### config.mk
export PLATFORM = sky130hd
export DESIGN_NAME = timer_arbiter
export DESIGN_NICKNAME = d
export VERILOG_FILES = /design/src/rtl/timer_arb_pkg.sv /design/src/rtl/timer.sv /design/src/rtl/timer_arbiter.sv
export SDC_FILE = /design/constraint.sdc
export NUM_CORES = 1
export LEC_CHECK = 0
export BUFFER_PORTS_ARGS = -buffer_cell sky130_fd_sc_hd__buf_2
export CAP_MARGIN = 5
export CELL_PAD_IN_SITES_DETAIL_PLACEMENT = 1
export CELL_PAD_IN_SITES_GLOBAL_PLACEMENT = 1
export CORE_UTILIZATION = 33
export CTS_BUF_LIST = sky130_fd_sc_hd__clkbuf_8
export CTS_CLUSTER_DIAMETER = 30
export DETAILED_ROUTE_END_ITERATION = 7
export PLACE_DENSITY = 0.84
export RECOVER_POWER = 50
export REMOVE_ABC_BUFFERS = 1
export SLEW_MARGIN = 0
export SYNTH_ARGS = -nofsm -noshare
export SYNTH_HDL_FRONTEND = slang
export SYNTH_HIERARCHICAL = 1
export SYNTH_SLANG_ARGS = --single-unit
### constraint.sdc
create_clock -name clk -period 2.4 [get_ports clk]
set_clock_uncertainty 0.15 [all_clocks]
set_input_delay 0.24 -clock clk [delete_from_list [all_inputs] [get_ports clk]]
set_output_delay 0.24 -clock clk [all_outputs]
set_load 0.01 [all_outputs]
### src/rtl/timer_arb_pkg.sv
// Shared types and arbitration helper for timer_arbiter.
// pick_winner scans requests starting at 'start' and wraps modulo n_req.
package timer_arb_pkg;

    localparam int CW_DEFAULT = 16;
    localparam int MAX_REQ    = 8;

    typedef enum logic [1:0] {
        IDLE = 2'd0,
        LOAD = 2'd1,
        RUN  = 2'd2,
        DONE = 2'd3
    } arb_state_e;

    function automatic logic [2:0] pick_winner(
        input logic [MAX_REQ-1:0] req,
        input logic [2:0]         start,
        input int                 n_req
    );
        logic [2:0] win;
        logic       found;
        int         idx;
        win   = 3'd0;
        found = 1'b0;
        for (int i = 0; i < MAX_REQ; i++) begin
            idx = int'(start) + i;
            if (idx >= n_req) idx = idx - n_req;
            if (i < n_req && !found && req[idx[2:0]]) begin
                win   = idx[2:0];
                found = 1'b1;
            end
        end
        return win;
    endfunction

endpackage

### src/rtl/timer.sv
// Shared 16-bit down-counter core: load captures a count, busy while nonzero.
module timer
    import timer_arb_pkg::*;
#(
    parameter int CW = CW_DEFAULT
) (
    input  logic          clk,
    input  logic          reset,
    input  logic          load_i,
    input  logic [CW-1:0] cycles_i,
    output logic          busy_o
);

    logic [CW-1:0] count_q;

    always_ff @(posedge clk) begin
        if (reset) begin
            count_q <= '0;
        end else if (load_i) begin
            count_q <= cycles_i;
        end else if (count_q != '0) begin
            count_q <= count_q - 1'b1;
        end
    end

    assign busy_o = (count_q != '0);

endmodule

### src/rtl/timer_arbiter.sv
// Arbitrates one timer core among N_REQ requesters; pulses done[owner] on expiry.
// Define TIMER_ARB_RR_EN for round-robin arbitration (default: fixed priority, index 0 highest).
module timer_arbiter
    import timer_arb_pkg::*;
#(
    parameter int N_REQ = 4,
    parameter int CW    = CW_DEFAULT
) (
    input  logic                clk,
    input  logic                reset,
    input  logic [N_REQ-1:0]    req_i,
    input  logic [N_REQ*CW-1:0] cycles_i,
    output logic [N_REQ-1:0]    grant_o,
    output logic [N_REQ-1:0]    done_o,
    output logic                busy_o,
    output logic [2:0]          active_id_o
);

    localparam logic [N_REQ-1:0] ONE_HOT0 = {{(N_REQ-1){1'b0}}, 1'b1};

    arb_state_e       state_q, state_d;
    logic [N_REQ-1:0] grant_q, grant_d;
    logic [2:0]       active_id_q, active_id_d;
    logic [7:0]       req_ext;
    logic [2:0]       start;
    logic [2:0]       winner;
    logic [CW-1:0]    sel_cycles;
    logic             abort;
    logic             core_reset;
    logic             core_load;
    logic             core_busy;

    assign req_ext    = 8'(req_i);
    assign winner     = pick_winner(req_ext, start, N_REQ);
    assign abort      = ((state_q == LOAD) || (state_q == RUN)) && !req_ext[active_id_q];
    assign core_reset = reset | abort;

    always_comb begin
        sel_cycles = '0;
        for (int i = 0; i < N_REQ; i++) begin
            if (active_id_q == 3'(i)) sel_cycles = cycles_i[i*CW +: CW];
        end
    end

`ifdef TIMER_ARB_RR_EN
    // Pointer holds where the next search starts; only a completed service moves it.
    logic [2:0] ptr_q, ptr_d;

    always_comb begin
        ptr_d = ptr_q;
        if (state_q == DONE) begin
            ptr_d = (active_id_q == 3'(N_REQ-1)) ? 3'd0 : active_id_q + 3'd1;
        end
    end

    always_ff @(posedge clk) begin
        if (reset) ptr_q <= 3'd0;
        else       ptr_q <= ptr_d;
    end

    assign start = ptr_q;
`else
    assign start = 3'd0;
`endif

    always_ff @(posedge clk) begin
        if (reset) begin
            state_q     <= IDLE;
            grant_q     <= '0;
            active_id_q <= 3'd0;
        end else begin
            state_q     <= state_d;
            grant_q     <= grant_d;
            active_id_q <= active_id_d;
        end
    end

    always_comb begin
        state_d     = state_q;
        grant_d     = grant_q;
        active_id_d = active_id_q;
        case (state_q)
            IDLE: begin
                if (|req_i) begin
                    state_d     = LOAD;
                    active_id_d = winner;
                    grant_d     = ONE_HOT0 << winner;
                end
            end
            LOAD: begin
                if (abort) begin
                    state_d = IDLE;
                    grant_d = '0;
                end else if (sel_cycles == '0) begin
                    state_d = DONE;
                end else begin
                    state_d = RUN;
                end
            end
            RUN: begin
                if (abort) begin
                    state_d = IDLE;
                    grant_d = '0;
                end else if (!core_busy) begin
                    state_d = DONE;
                end
            end
            DONE: begin
                state_d = IDLE;
                grant_d = '0;
            end
            default: begin
                state_d = IDLE;
                grant_d = '0;
            end
        endcase
    end

    always_comb begin
        core_load = (state_q == LOAD) && (sel_cycles != '0);
        done_o    = (state_q == DONE) ? (ONE_HOT0 << active_id_q) : '0;
        busy_o    = (state_q != IDLE);
    end

    assign grant_o     = grant_q;
    assign active_id_o = active_id_q;

    timer #(.CW(CW)) u_core (
        .clk      (clk),
        .reset    (core_reset),
        .load_i   (core_load),
        .cycles_i (sel_cycles),
        .busy_o   (core_busy)
    );

    a_grant_onehot: assert property (@(posedge clk) disable iff (reset) $onehot0(grant_q));
    a_grant_state:  assert property (@(posedge clk) disable iff (reset) (grant_q != '0) == (state_q != IDLE));
    a_done_state:   assert property (@(posedge clk) disable iff (reset) (done_o != '0) |-> (state_q == DONE));
    a_load_state:   assert property (@(posedge clk) disable iff (reset) core_load |-> (state_q == LOAD));
    c_abort:        cover property (@(posedge clk) disable iff (reset) abort);

    for (genvar gi = 0; gi < N_REQ; gi++) begin : g_cov
        c_done: cover property (@(posedge clk) disable iff (reset) done_o[gi]);
    end

endmodule
==> run_results.csv <==
group,metric,value,unit
route,drt-pass1-iter-count,4,
hold_path,min_path_type,"input port to flop",
global_routing,grt_pass1_wl,10800,um
global_routing,grt_pass1_vias,2163,
power_and_ir_drop,ir_drop,0.000328,V
yosys,syn_area,1920,um^2
floorplanning,dieArea,6140,um^2
sta,min_period,2640,ps
final_layout,syn_to_final_growth,37.8,%
worst_setup_path,start_kind,"flop",
hold_path,hold_depth,2,
route,wl_per_cell,18.9,um
route,ant_nets,0,
clock_tree,path_clk_slew,100,ps
sta,final.setup.worst_slack,-238,ps
sta,rsz0062_at_grt,"yes",
route,dr_wl_met3,295,um
placed_design,portBuffers,80,
worst_setup_path,cp_max_fo,8,
sta,finalHoldViolCount,0,
route,highest_layer,"met4",
final_layout,fillers,673,
floorplanning,fp.coreArea,5570,um^2
sta,holdWs,94.9,ps
final_layout,drive_above_1_share,49.5,%
clock_tree,hold_buffers,0,
route,vias,2019,
flow_run,cap_viol_max_count,0,
clock_tree,cts_tree,"done",
yosys,synthArstFlopShare,0,%
placed_design,dp_slack,-389,ps
worst_setup_path,worst_setup_path_end_kind,"flop",
route,wl_met1,2710,um
global_routing,grt_usage,23.0,%
placed_design,dpl.hpwl,5240,um
yosys,synth_edf_count,0,
final_layout,nets,369,
clock_tree,cts_max_level,1,
sta,maxSlewHeadroom,56.6,%
yosys,syn_area_per_cell,9.62,um^2
run_status,violations,"negative setup slack",
global_routing,grt_overflow,0,
clock_tree,cts_root_buffer,"clkbuf_8",
route,totalWireLength,6910,um
yosys,synth-seq-cells,24,
worst_setup_path,arrival,2720,ps
power_and_ir_drop,total_power,0.00274,W
run_status,status,"finished, violations left",
global_routing,grt_start_max_net_pins,15,
yosys,synth_ff_type,"dfxtp_1",
route,met2_length,3650,um
final_layout,diodes,0,
sta,post-route-period-util,110,%
floorplanning,rows,27,
sta,setup_viol_count_final,16,
yosys,seq_area_frac_synth,25.0,%
worst_setup_path,worstRegToRegCells,9,
route,first_iter_violations,111,
yosys,ys_types,54,
yosys,yosys_warnings,6,
placed_design,gp_congestion,0.852,
global_routing,antenna_found_initial,0,
clock_tree,cts_inserted_buffers,3,
clock_tree,cts_buffer_depth,2,
final_layout,multiInputGateArea,1420,um^2
clock_tree,clkLatencyLatePin,280,ps
clock_tree,cts.sinks,24,
yosys,synthCells,200,
sta,tightest_slew,647,ps
worst_setup_path,crit_required,2480,ps
sta,max_freq,0.379,GHz
route,drc,0,
floorplanning,start_util,34.5,%
sta,drv_slew,0,
route,vias_per_cell,5.53,
floorplanning,die_w,78.4,um
power_and_ir_drop,power.leakage,1.09,nW
floorplanning,io_pins,82,
worst_setup_path,path_class,"flop to flop",
final_layout,register_area,482,um^2
power_and_ir_drop,p_per_area,1030,nW/um^2
floorplanning,die_y,78.4,um
flip-flops by register name (all words and copies together), names as in the netlist:
register        count
active_id_o         2
grant_o             4
u_core/count_q     16
state_q             2
synth_stat cells, types with 2 or more instances:
master | number | area, um^2
dfxtp_1 | 24 | 480
nand2_1 | 21 | 78.8
mux4_2 | 16 | 360
nor2_1 | 10 | 37.5
o21ai_2 | 10 | 87.6
nand4_1 | 9 | 56.3
xor2_1 | 9 | 78.8
inv_1 | 8 | 30.0
nor3_1 | 7 | 35.0
a21oi_1 | 5 | 25.0
ha_1 | 5 | 62.6
nand3b_1 | 5 | 37.5
nor4_1 | 5 | 31.3
nand2b_1 | 4 | 25.0
o21ai_0 | 4 | 20.0
xnor2_1 | 4 | 35.0
a31oi_1 | 3 | 18.8
clkbuf_1 | 3 | 11.3
nor3b_1 | 3 | 22.5
or3_1 | 3 | 18.8
and2_1 | 2 | 12.5
and3_1 | 2 | 12.5
buf_6 | 2 | 22.5
nand3_1 | 2 | 10.0
nor2b_1 | 2 | 12.5
nor4_2 | 2 | 25.0
o2111ai_1 | 2 | 17.5
o21ai_1 | 2 | 10.0
metrics by stage:
step	util [%]	instances	TNS, ps	cell area [um^2]
after floorplan	-	190	-10370	1840
after global placement	44.2	356	-2710	2460
after detailed placement	44.2	356	-5270	2460
after CTS	46.9	365	-2750	2610
after global routing	47.6	365	-4480	2650
final	47.6	365	-3130	2650
what timing repair did:
item	CTS	global route
gates cloned	0	1
setup buffers	5	1
pin swaps	6	15
endpoints found under the hold margin	0	0
resized for setup	11	13
endpoints found under the setup margin	16	17
worst max-delay path: stages (launching register included):
cell and delay, ps:
dfxtp_2 370, buf_12 130, buf_4 110, mux4_2 520, nor4_2 340, nand4_1 170
and2_4 200, or3_1 340, a31oi_1 140, nand3b_1 110
cell type report:
type                    count  area share, %
well taps                  72           3.40
repair buffers             98           21.1
inverters                   9           1.27
clock buffers               3           1.56
multi-input cells         158           53.4
clock inverters             1           1.13
flip-flops and latches     24           18.2
metal layers:
metal	track usage, %	up-vias
met5	0	-
met4	7.41	0
met3	2.91	22
met2	43.3	71
met1	26.5	981
li1	-	945
power by group:
part	internal, W	switching [W]	leakage (nW)
combinational	0.000715	0.000947	0.858
sequential	0.000539	0.000170	0.198
clock	0.000223	0.000145	0.0357
total	0.00148	0.00126	1.09
logic make-up (layout without fill, tap and decap cells):
logic type	count (synthesis)	after routing	synth area share (%)
adder cells (fa/ha/maj)	5	5	3.25
multiplexers	17	17	20.1
AO/OA/AOI/OAI	36	36	13.7
XOR/XNOR	13	13	5.92
buffers and inverters	19	111	6.05
AND/OR/NAND/NOR	85	86	25.9
other	1	1	0.195
flip-flops	24	24	25.0
worst paths after layout:
path         slack (ps)                 to            from
min reg2reg         310         grant_o[2]      grant_o[2]
min                  90         grant_o[1]           reset
max                -240  u_core/count_q[1]  active_id_o[0]
max reg2reg        -240  u_core/count_q[1]  active_id_o[0]
cells in the final DEF, fill, tap and decap left out, types with 2 or more instances in the layout:
master,count
nand2_4,2
clkbuf_1,4
o21ai_1,2
nor4_2,3
xor2_1,9
and3_1,2
nor3b_1,3
dfxtp_1,23
ha_1,5
or3_1,3
clkbuf_8,3
buf_4,15
buf_2,76
inv_1,8
nor4_1,2
nor3_1,7
buf_12,2
a31oi_1,3
nor2_1,9
a21oi_1,5
nand3_1,2
nand2b_1,4
xnor2_1,4
mux4_2,16
o21ai_2,12
nand4_1,9
o2111ai_1,2
nor4_4,3
nand3b_1,5
nand2_1,21
Power figures use the tool's default switching activity.
